`src/rtl/tt_pkg.sv`:
```
// ----------------------------------------------------------------------------
// tt_pkg
// Shared definitions for the truth-table checker: FSM state encoding, vector
// count and the widths of the vector index, settle counter and error counter.
// No ports (package).
// ----------------------------------------------------------------------------
package tt_pkg;

   typedef enum logic [1:0] {
      IDLE   = 2'd0,
      SETTLE = 2'd1,
      SAMPLE = 2'd2,
      DONE   = 2'd3
   } tt_state_t;

   localparam int VEC_COUNT = 4;   // vectors in a 2-input sweep
   localparam int IDX_W     = 2;   // vector index width, idx = {a,b}
   localparam int CNT_W     = 4;   // settle counter width, holds 1..15
   localparam int ERR_W     = 3;   // mismatch counter width, holds 0..4

endpackage

```
`src/rtl/settle_timer.sv`:
```
// ----------------------------------------------------------------------------
// settle_timer
// Down-counter that paces how long each input vector is held before the
// checker samples the gate network output.
// Ports:
//   clk       : clock, rising edge
//   rst_n     : synchronous active-low reset, clears the count
//   i_load    : load the count with SETTLE_CYCLES
//   i_dec     : decrement the count by one (ignored while loading)
//   o_expire  : high during the last settle cycle of the current vector
// ----------------------------------------------------------------------------
module settle_timer
   import tt_pkg::*;
#(
   parameter int unsigned SETTLE_CYCLES = 2
) (
   input  logic clk,
   input  logic rst_n,
   input  logic i_load,
   input  logic i_dec,
   output logic o_expire
);

   logic [CNT_W-1:0] r_count;

   always_ff @(posedge clk) begin
      if (!rst_n) begin
         r_count <= '0;
      end else if (i_load) begin
         r_count <= CNT_W'(SETTLE_CYCLES);
      end else if (i_dec && (r_count != '0)) begin
         r_count <= r_count - CNT_W'(1);
      end
   end

   // The count reads SETTLE_CYCLES in the first settle cycle, so the value 1
   // marks the last one. Treating 0 as expired as well keeps the FSM from
   // stalling should the counter ever be found empty while settling.
   assign o_expire = (r_count <= CNT_W'(1));

endmodule

```
`config.mk`:
```
export PLATFORM = sky130hd
export DESIGN_NAME = settle_timer
export DESIGN_NICKNAME = d
export VERILOG_FILES = /design/src/rtl/tt_pkg.sv /design/src/rtl/settle_timer.sv
export SDC_FILE = /design/constraint.sdc
export NUM_CORES = 1
export LEC_CHECK = 0
export ABC_AREA = 1
export BUFFER_PORTS_ARGS = -buffer_cell sky130_fd_sc_hd__buf_2
export CORE_AREA = 2 2 39 41
export CTS_CLUSTER_DIAMETER = 150
export DETAILED_ROUTE_END_ITERATION = 10
export DIE_AREA = 0 0 41 43
export MAX_ROUTING_LAYER = met4
export PLACE_DENSITY = 0.34
export SYNTH_ARGS = -nofsm -noshare
export SYNTH_HDL_FRONTEND = slang
export SYNTH_SLANG_ARGS = --single-unit
```
`constraint.sdc`:
```
create_clock -name clk -period 2.39 [get_ports clk]
set_clock_uncertainty 0.05 [all_clocks]
set_input_delay 0.239 -clock clk [delete_from_list [all_inputs] [get_ports clk]]
set_output_delay 0.239 -clock clk [all_outputs]
set_load 0.005 [all_outputs]
```
==> results of run 1 <==
-- routing by layer --
metal  up-vias  routed length, um
li1        133                  -
met1        97                203
met5         -                  0
met2         5                214
met4         0                  0
met3         0                 30
-- Yosys cell counts --
library cell              count  share of area [%]
sky130_fd_sc_hd__nand2_2      1                2.3
sky130_fd_sc_hd__dfxtp_1      4                 29
sky130_fd_sc_hd__a21oi_2      1                3.2
sky130_fd_sc_hd__nor2_2       2                4.6
sky130_fd_sc_hd__nand2_4      1                4.1
sky130_fd_sc_hd__xor2_1       1                3.2
sky130_fd_sc_hd__o21a_1       1                2.7
sky130_fd_sc_hd__inv_1        7                9.6
sky130_fd_sc_hd__ha_1         3                 14
sky130_fd_sc_hd__nand2_1      7                9.6
sky130_fd_sc_hd__nand3_1      3                5.5
sky130_fd_sc_hd__nor2_1       5                6.9
sky130_fd_sc_hd__nand4_1      1                2.3
sky130_fd_sc_hd__inv_2        1                1.4
sky130_fd_sc_hd__o21ai_0      1                1.8
-- path summary, 6_finish.rpt --
check | from | to
setup / recovery | r_count[0] | o_expire
hold / removal | rst_n | r_count[1]
setup reg to reg | r_count[0] | r_count[0]
hold reg to reg | r_count[0] | r_count[0]
-- layout by cell type, fill, tap and decap left out --
cell type and instances:
sky130_fd_sc_hd__nor2_1 5, sky130_fd_sc_hd__nand3_1 3, sky130_fd_sc_hd__o21ai_0 1, sky130_fd_sc_hd__nand2_2 1, sky130_fd_sc_hd__nand4_1 1, sky130_fd_sc_hd__clkbuf_4 3, sky130_fd_sc_hd__nand2_1 7, sky130_fd_sc_hd__o21a_1 1
sky130_fd_sc_hd__dfxtp_1 4, sky130_fd_sc_hd__inv_2 1, sky130_fd_sc_hd__buf_2 4, sky130_fd_sc_hd__a21oi_2 1, sky130_fd_sc_hd__nand2_4 1, sky130_fd_sc_hd__nor2_2 2, sky130_fd_sc_hd__xor2_1 1, sky130_fd_sc_hd__ha_1 3
sky130_fd_sc_hd__inv_1 7
-- power breakdown --
| part | internal (mW) | leakage, nW | switching [mW] | total [mW] |
|---|---|---|---|---|
| registers | 0.0709 | 0.0328 | 0.00308 | 0.0740 |
| clock network | 0.0560 | 0.0138 | 0.0257 | 0.0818 |
| logic | 0.0187 | 0.130 | 0.0253 | 0.0439 |
-- critical path: cells and delay by family, from the launching register on --
kind | cells | cell delay [ns]
flops | 1 | 0.37
fa+ha+maj | 1 | 0.24
buf+inv | 2 | 0.23
compound gates | 1 | 0.18
-- cells by family (layout without fill, tap and decap cells) --
kind of cell             Yosys count  after routing
adder cells (fa/ha/maj)            3              3
flip-flops                         4              4
AO/OA/AOI/OAI                      3              3
AND/OR/NAND/NOR                   20             20
XOR/XNOR                           1              1
buffers and inverters              8             15
-- cell type report --
type / instances / area, um2
clock buffer: 3 / 22.5
fill: 161 / 1050
inverter: 8 / 30.0
multi-input combinational: 27 / 164
sequential: 4 / 80.1
tap: 16 / 20.0
timing repair buffer: 4 / 20.0
-- stage by stage --
step,util [%],worst slack [ns],power [mW],cells
after floorplan,-,1.26,0.108,39
after global placement,22.7,1.08,0.122,59
after detailed placement,22.7,1.09,0.120,59
after CTS,24.3,0.830,0.205,62
after global routing,24.3,0.770,0.217,62
final,24.3,0.859,0.200,62
==> results.md, run 1 <==
* I/O Buffers at 4
* Cell depth of the worst flop-to-flop path at 6
* Number of warnings printed during yosys synthesis at 0
* Min Clock Period, post-route at 1.53 ns
* Total number of nets in the final design at 55
* Critical Path Sink Type: output port
* Flop2flop setup slack at 1.16 ns
* Peak VDD IR at 0.000296 V
* Total grt overflow at 0
* Number of cells on the worst hold path at 3
* Synthesized area at 274 um2
* Depth of the CTS H-tree at 1
* First-pass DRT Iterations at 1
* Vertical die dimension at 43 um
* Post-synthesis area per instance at 7.03 um2
* Clock-pin transition on the worst setup and hold timing paths at 0.04 ns
* Via count of the first global-routing pass at 238
* Ratio of total power to cell area at 593 nW/um2
* Data arrival at the endpoint of the critical path at 1.24 ns
* Tightest hold margin at 0.156 ns
* Largest net degree at the start of global routing at 6
* Met3 Track Usage GR at 6.28%
* Final WL at 448 um
* Site row count at 14
* Share of post-route cells with drive strength above 1 at 28.3%
* Met2 track utilization from global routing at 10.9%
* Launching element type of the critical path: flip-flop
* Number of remaining DRC errors at 0
* Number of design-rule violations left by the first detailed-router iteration at 0
* Final period util at 64.0%
* Rel. slew slack at 88.4%
* Final setup TNS at 0 ns
* Complex-gate fraction of the synthesized area at 7.76%
* Sequential share of the synthesized area at 29.2%
* Final-report max-slew violation count at 0
* Reg with most FFs: r_count
* Clock tree from TritonCTS: yes
* CP cell instances: inv_1, ha_1, o21a_1, buf_2
* Met1 track demand over resource in global routing at 7.72%
* Std-Cell Core Area at 1380 um2
* Highest net fanout along the worst path at 4
* Crit path required time at 2.10 ns
* Max FFs per register at 4
* Quantity of gates resized following cts at 0
* Clock insertion delay at the later pin of the skew report at 0.23 ns
* Hold crit path type: input pin to flip-flop
* Wire length of the first global-routing pass at 862 um
* Cell count after synthesis at 39
* Yosys reg bits at 4
* Longest individual stage delay on the worst path at 0.37 ns
* DR vias at 235
* Top Registers: r_count: 4 flops
* Final hold viol count at 0
* Mux contribution to synthesized area at 0%
* Least-Margin Pin Slew at 0.173 ns
* Gp weighted congestion at 0.685
* Number of top-level pins at 5
* Die outline width at 41 um
* Vias per std cell at 3.79
* Adder-Cell Fraction of Synth Area at 13.7%
* Setup repair after global routing missed its margin: no
* Achievable Freq at 0.653 GHz
* Type of the worst setup path: flip-flop to output port
* Count of antenna-violating nets left after detailed routing at 0
* Dominant combinational cell family by area after synthesis: simple AND/OR/NAND/NOR gates
* Clock root buffer master: sky130_fd_sc_hd__clkbuf_4
* Global-route layer with the greatest usage: met2
* Antenna violations before repair at 0
* # Max-Cap Violations at 0
* Number of nets produced by synthesis at 46
* Cell with the biggest individual delay on the critical path: sky130_fd_sc_hd__dfxtp_1
* All-Layer GR Usage at 7.61%
* Maximum clock insertion buffer count at 2
* Post-route cell area at 337 um2
* Instance area after placement at 314 um2
* Clock sink total at 4
* Number of distinct standard cells referenced by the synthesized netlist at 15
* Relative area change from synthesis to final layout at 22.8%
* P_leak at 0.176 nW
* Inserted Clock Buffers at 3
* Die ar. at 1760 um2
* Routed wirelength normalized by instance count at 7.23 um
* Final antenna diode count at 0
* Run status: complete, no violations
* Area share of xor/xnor cells in the synthesized design at 3.20%
* Synthesized-area fraction occupied by and/or/nand/nor cells at 35.2%
* Setup-failing EPs final at 0
* Number of buffers added to fix hold violations after cts at 0
* Initial core utilization at 19.8%
* Number of setup buffers added after CTS at 0
(Power assumes the default switching activity.)
==> run 2: changes to the inputs <==
==> constraint.sdc (replaced) <==
create_clock -name clk -period 1.5 [get_ports clk]
set_clock_uncertainty 0.05 [all_clocks]
set_input_delay 0.15 -clock clk [delete_from_list [all_inputs] [get_ports clk]]
set_output_delay 0.15 -clock clk [all_outputs]
set_load 0.005 [all_outputs]
==> run 2 against run 1 <==
Compared with the run above:
- final cell count is the same
- clock power grew 63%
- core utilization is the same
- register-to-register slack lost 0.89 ns
- final area is the same
- die area is the same
- global-route usage grew 0.61 points
- wire length grew 13%
- critical path depth is the same
- combinational power grew 63%
- largest power group unchanged
==> results.md, run 2 (synthesis gave the netlist of run 1 again) <==
* Clock network power share at 41.3% (+0.3 points)
* Final hold viol count at 0 (unchanged)
* Depth of the CTS H-tree at 1 (unchanged)
* Post-layout instance count excluding filler cells at 62 (unchanged)
* Total number of nets in the final design at 55 (unchanged)
* Number of remaining DRC errors at 0 (unchanged)
* P_leak at 0.176 nW (unchanged)
* Final setup TNS at 0 ns (unchanged)
* Sw frac at 28.0% (+0.91 points)
* Final antenna diode count at 0 (unchanged)
* Buffers and inverters on the worst path at 2 (unchanged)
* Hold crit path type: input pin to flip-flop
* Met1 Wirelength at 222 um (+9.4%)
* Clock tree from TritonCTS: yes
* Final standard cell utilization of the core at 24.3% (unchanged)
* Highest-count cells in the layout ignoring fill and taps: 7 x sky130_fd_sc_hd__inv_1, 7 x sky130_fd_sc_hd__nand2_1, 5 x sky130_fd_sc_hd__nor2_1
* Least-Margin Pin Slew at 0.170 ns (-0.00290 ns)
* Reported net switching power at 0.0902 mW (+67%)
* Instance area after placement at 314 um2 (unchanged)
* Post-route cell area at 337 um2 (unchanged)
* Final WL at 508 um (+13%)
* Number of setup buffers added after CTS at 0 (unchanged)
* Post-detailed-placement half-perimeter wirelength at 410 um
* Internal power contribution at 0.232 mW (+59%)
* First-pass DRT Iterations at 2 (+1)
* Ratio of total power to cell area at 958 nW/um2 (+61%)
* Total met3 wirelength after detailed routing at 16 um (-47%)
* Total grt overflow at 0 (unchanged)
* Launching element type of the critical path: flip-flop
* Setup-failing EPs final at 0 (unchanged)
* Share of post-route cells with drive strength above 1 at 28.3% (unchanged)
* Clock root buffer master: sky130_fd_sc_hd__clkbuf_4
* Number of buffers added to fix hold violations after cts at 0 (unchanged)
* Achievable Freq at 0.702 GHz
* # fillers at 161 (unchanged)
* Relative area change from synthesis to final layout at 22.8% (unchanged)
* I/O Buffers at 4 (unchanged)
* DR vias at 245 (+4.3%)
* Critical Path Sink Type: output port
* Gp weighted congestion at 0.703 (+2.6%)
* Clock sink total at 4 (unchanged)
* Min Clock Period, post-route at 1.42 ns
* Vertical die dimension at 43 um (unchanged)
* Top Registers: r_count: 4 flops
* Via count of the first global-routing pass at 253 (+6.3%)
* DP Cell Count at 59 (unchanged)
* Number of top-level pins at 5 (unchanged)
* Vias per std cell at 3.95 (+4.3%)
* Setup repair after global routing missed its margin: no
* Largest net degree at the start of global routing at 6 (unchanged)
* Total power after layout at 0.322 mW (+61%)
* All-Layer GR Usage at 8.22% (+0.61 points)
* Std-Cell Core Area at 1380 um2 (unchanged)
* Die ar. at 1760 um2 (unchanged)
* Peak VDD IR at 0.000380 V (+28%)
* Die outline width at 41 um (unchanged)
* Family with the most delay on the worst path: flip-flops
* Maximum clock insertion buffer count at 2 (unchanged)
* Final setup slack of the worst path at 0.0764 ns (-0.783 ns)
* Cell with the biggest individual delay on the critical path: sky130_fd_sc_hd__dfxtp_1
* Crit path required time at 1.30 ns (-0.80 ns)
* Final-report max-slew violation count at 0 (unchanged)
* Number of design-rule violations left by the first detailed-router iteration at 1 (+1)
* Reg with most FFs: r_count
* Portion of total power attributed to sequential cells at 36.5% (-0.5 points)
* Wire length of the first global-routing pass at 924 um (+7.2%)
* Routed wirelength normalized by instance count at 8.19 um (+13%)
* Quantity of gates resized following cts at 0 (unchanged)
* Site row count at 14 (unchanged)
* Longest individual stage delay on the worst path at 0.36 ns (about the same)
* Run status: complete, no violations
* Data arrival at the endpoint of the critical path at 1.22 ns (-0.02 ns)
* Routed length on met2 at 265 um (+24%)
* Tightest hold margin at 0.0618 ns (-0.0938 ns)
* Initial core utilization at 19.8% (unchanged)
* CP cell instances: inv_1, ha_1, o21a_1, buf_2
* Clock-pin transition on the worst setup and hold timing paths at 0.04 ns (about the same)
* Antenna violations before repair at 0 (unchanged)
* # Max-Cap Violations at 0 (unchanged)
* Logic gate share of total power at 22.2% (+0.2 points)
* Final period util at 94.9%
* Minimum setup slack after placement at 0.281 ns (-0.806 ns)
* Inserted Clock Buffers at 3 (unchanged)
* Clock insertion delay at the later pin of the skew report at 0.23 ns (about the same)
* Uppermost signal routing layer after detailed routing: met4
* Rel. slew slack at 88.6% (+0.19 points)
* Highest net fanout along the worst path at 4 (unchanged)
* Max FFs per register at 4 (unchanged)
* Count of antenna-violating nets left after detailed routing at 0 (unchanged)
* Type of the worst setup path: flip-flop to output port
==> run 2: cell counts in the layout (fill, tap and decap cells not counted) <==
No cell type changed its count.
==> run 2: worst register-to-register path, cell delays in order, from the launching register on <==
cell                      delay [ns]
sky130_fd_sc_hd__dfxtp_1        0.36
sky130_fd_sc_hd__inv_1          0.10
sky130_fd_sc_hd__ha_1           0.21
sky130_fd_sc_hd__nand2_2        0.10
sky130_fd_sc_hd__nand2_4        0.07
sky130_fd_sc_hd__o21ai_0        0.16
sky130_fd_sc_hd__nor2_1         0.05
==> run 2: layer usage <==
metal | vias to the layer above | GRT usage (%)
met4 | 0 | 8.00
met5 | - | -
met1 | 105 | 8.97
met2 | 3 | 11.6
met3 | 2 | 1.57
li1 | 135 | -
==> run 2: final timing paths <==
| kind | endpoint | slack, ns | cells after the start | from |
|---|---|---|---|---|
| min reg2reg | r_count[0] | 0.48 | 2 | r_count[0] |
| max reg2reg | r_count[0] | 0.27 | 6 | r_count[0] |
| max | o_expire | 0.08 | 4 | r_count[0] |
| min | r_count[1] | 0.06 | 3 | rst_n |
==> run 2: cell type report <==
| class | count | area [um2] | area share, % |
|---|---|---|---|
| clock buffer | 3 | 22.5 | 6.69 |
| inverter | 8 | 30.0 | 8.92 |
| timing repair buffer | 4 | 20.0 | 5.95 |
| tap | 16 | 20.0 | 5.95 |
| multi-input combinational | 27 | 164 | 48.7 |
| sequential | 4 | 80.1 | 23.8 |
==> run 2: power by group through the flow <==
| stage | registers [mW] | logic (mW) | clock network (mW) |
|---|---|---|---|
| 3_5_place_dp | 0.119 | 0.0728 | 0 |
| 2_1_floorplan | 0.118 | 0.0544 | 0 |
| 3_3_place_gp | 0.120 | 0.0765 | 0 |
| 5_1_grt | 0.119 | 0.0846 | 0.147 |
| 6_report | 0.118 | 0.0716 | 0.133 |
| 4_1_cts | 0.118 | 0.0733 | 0.141 |
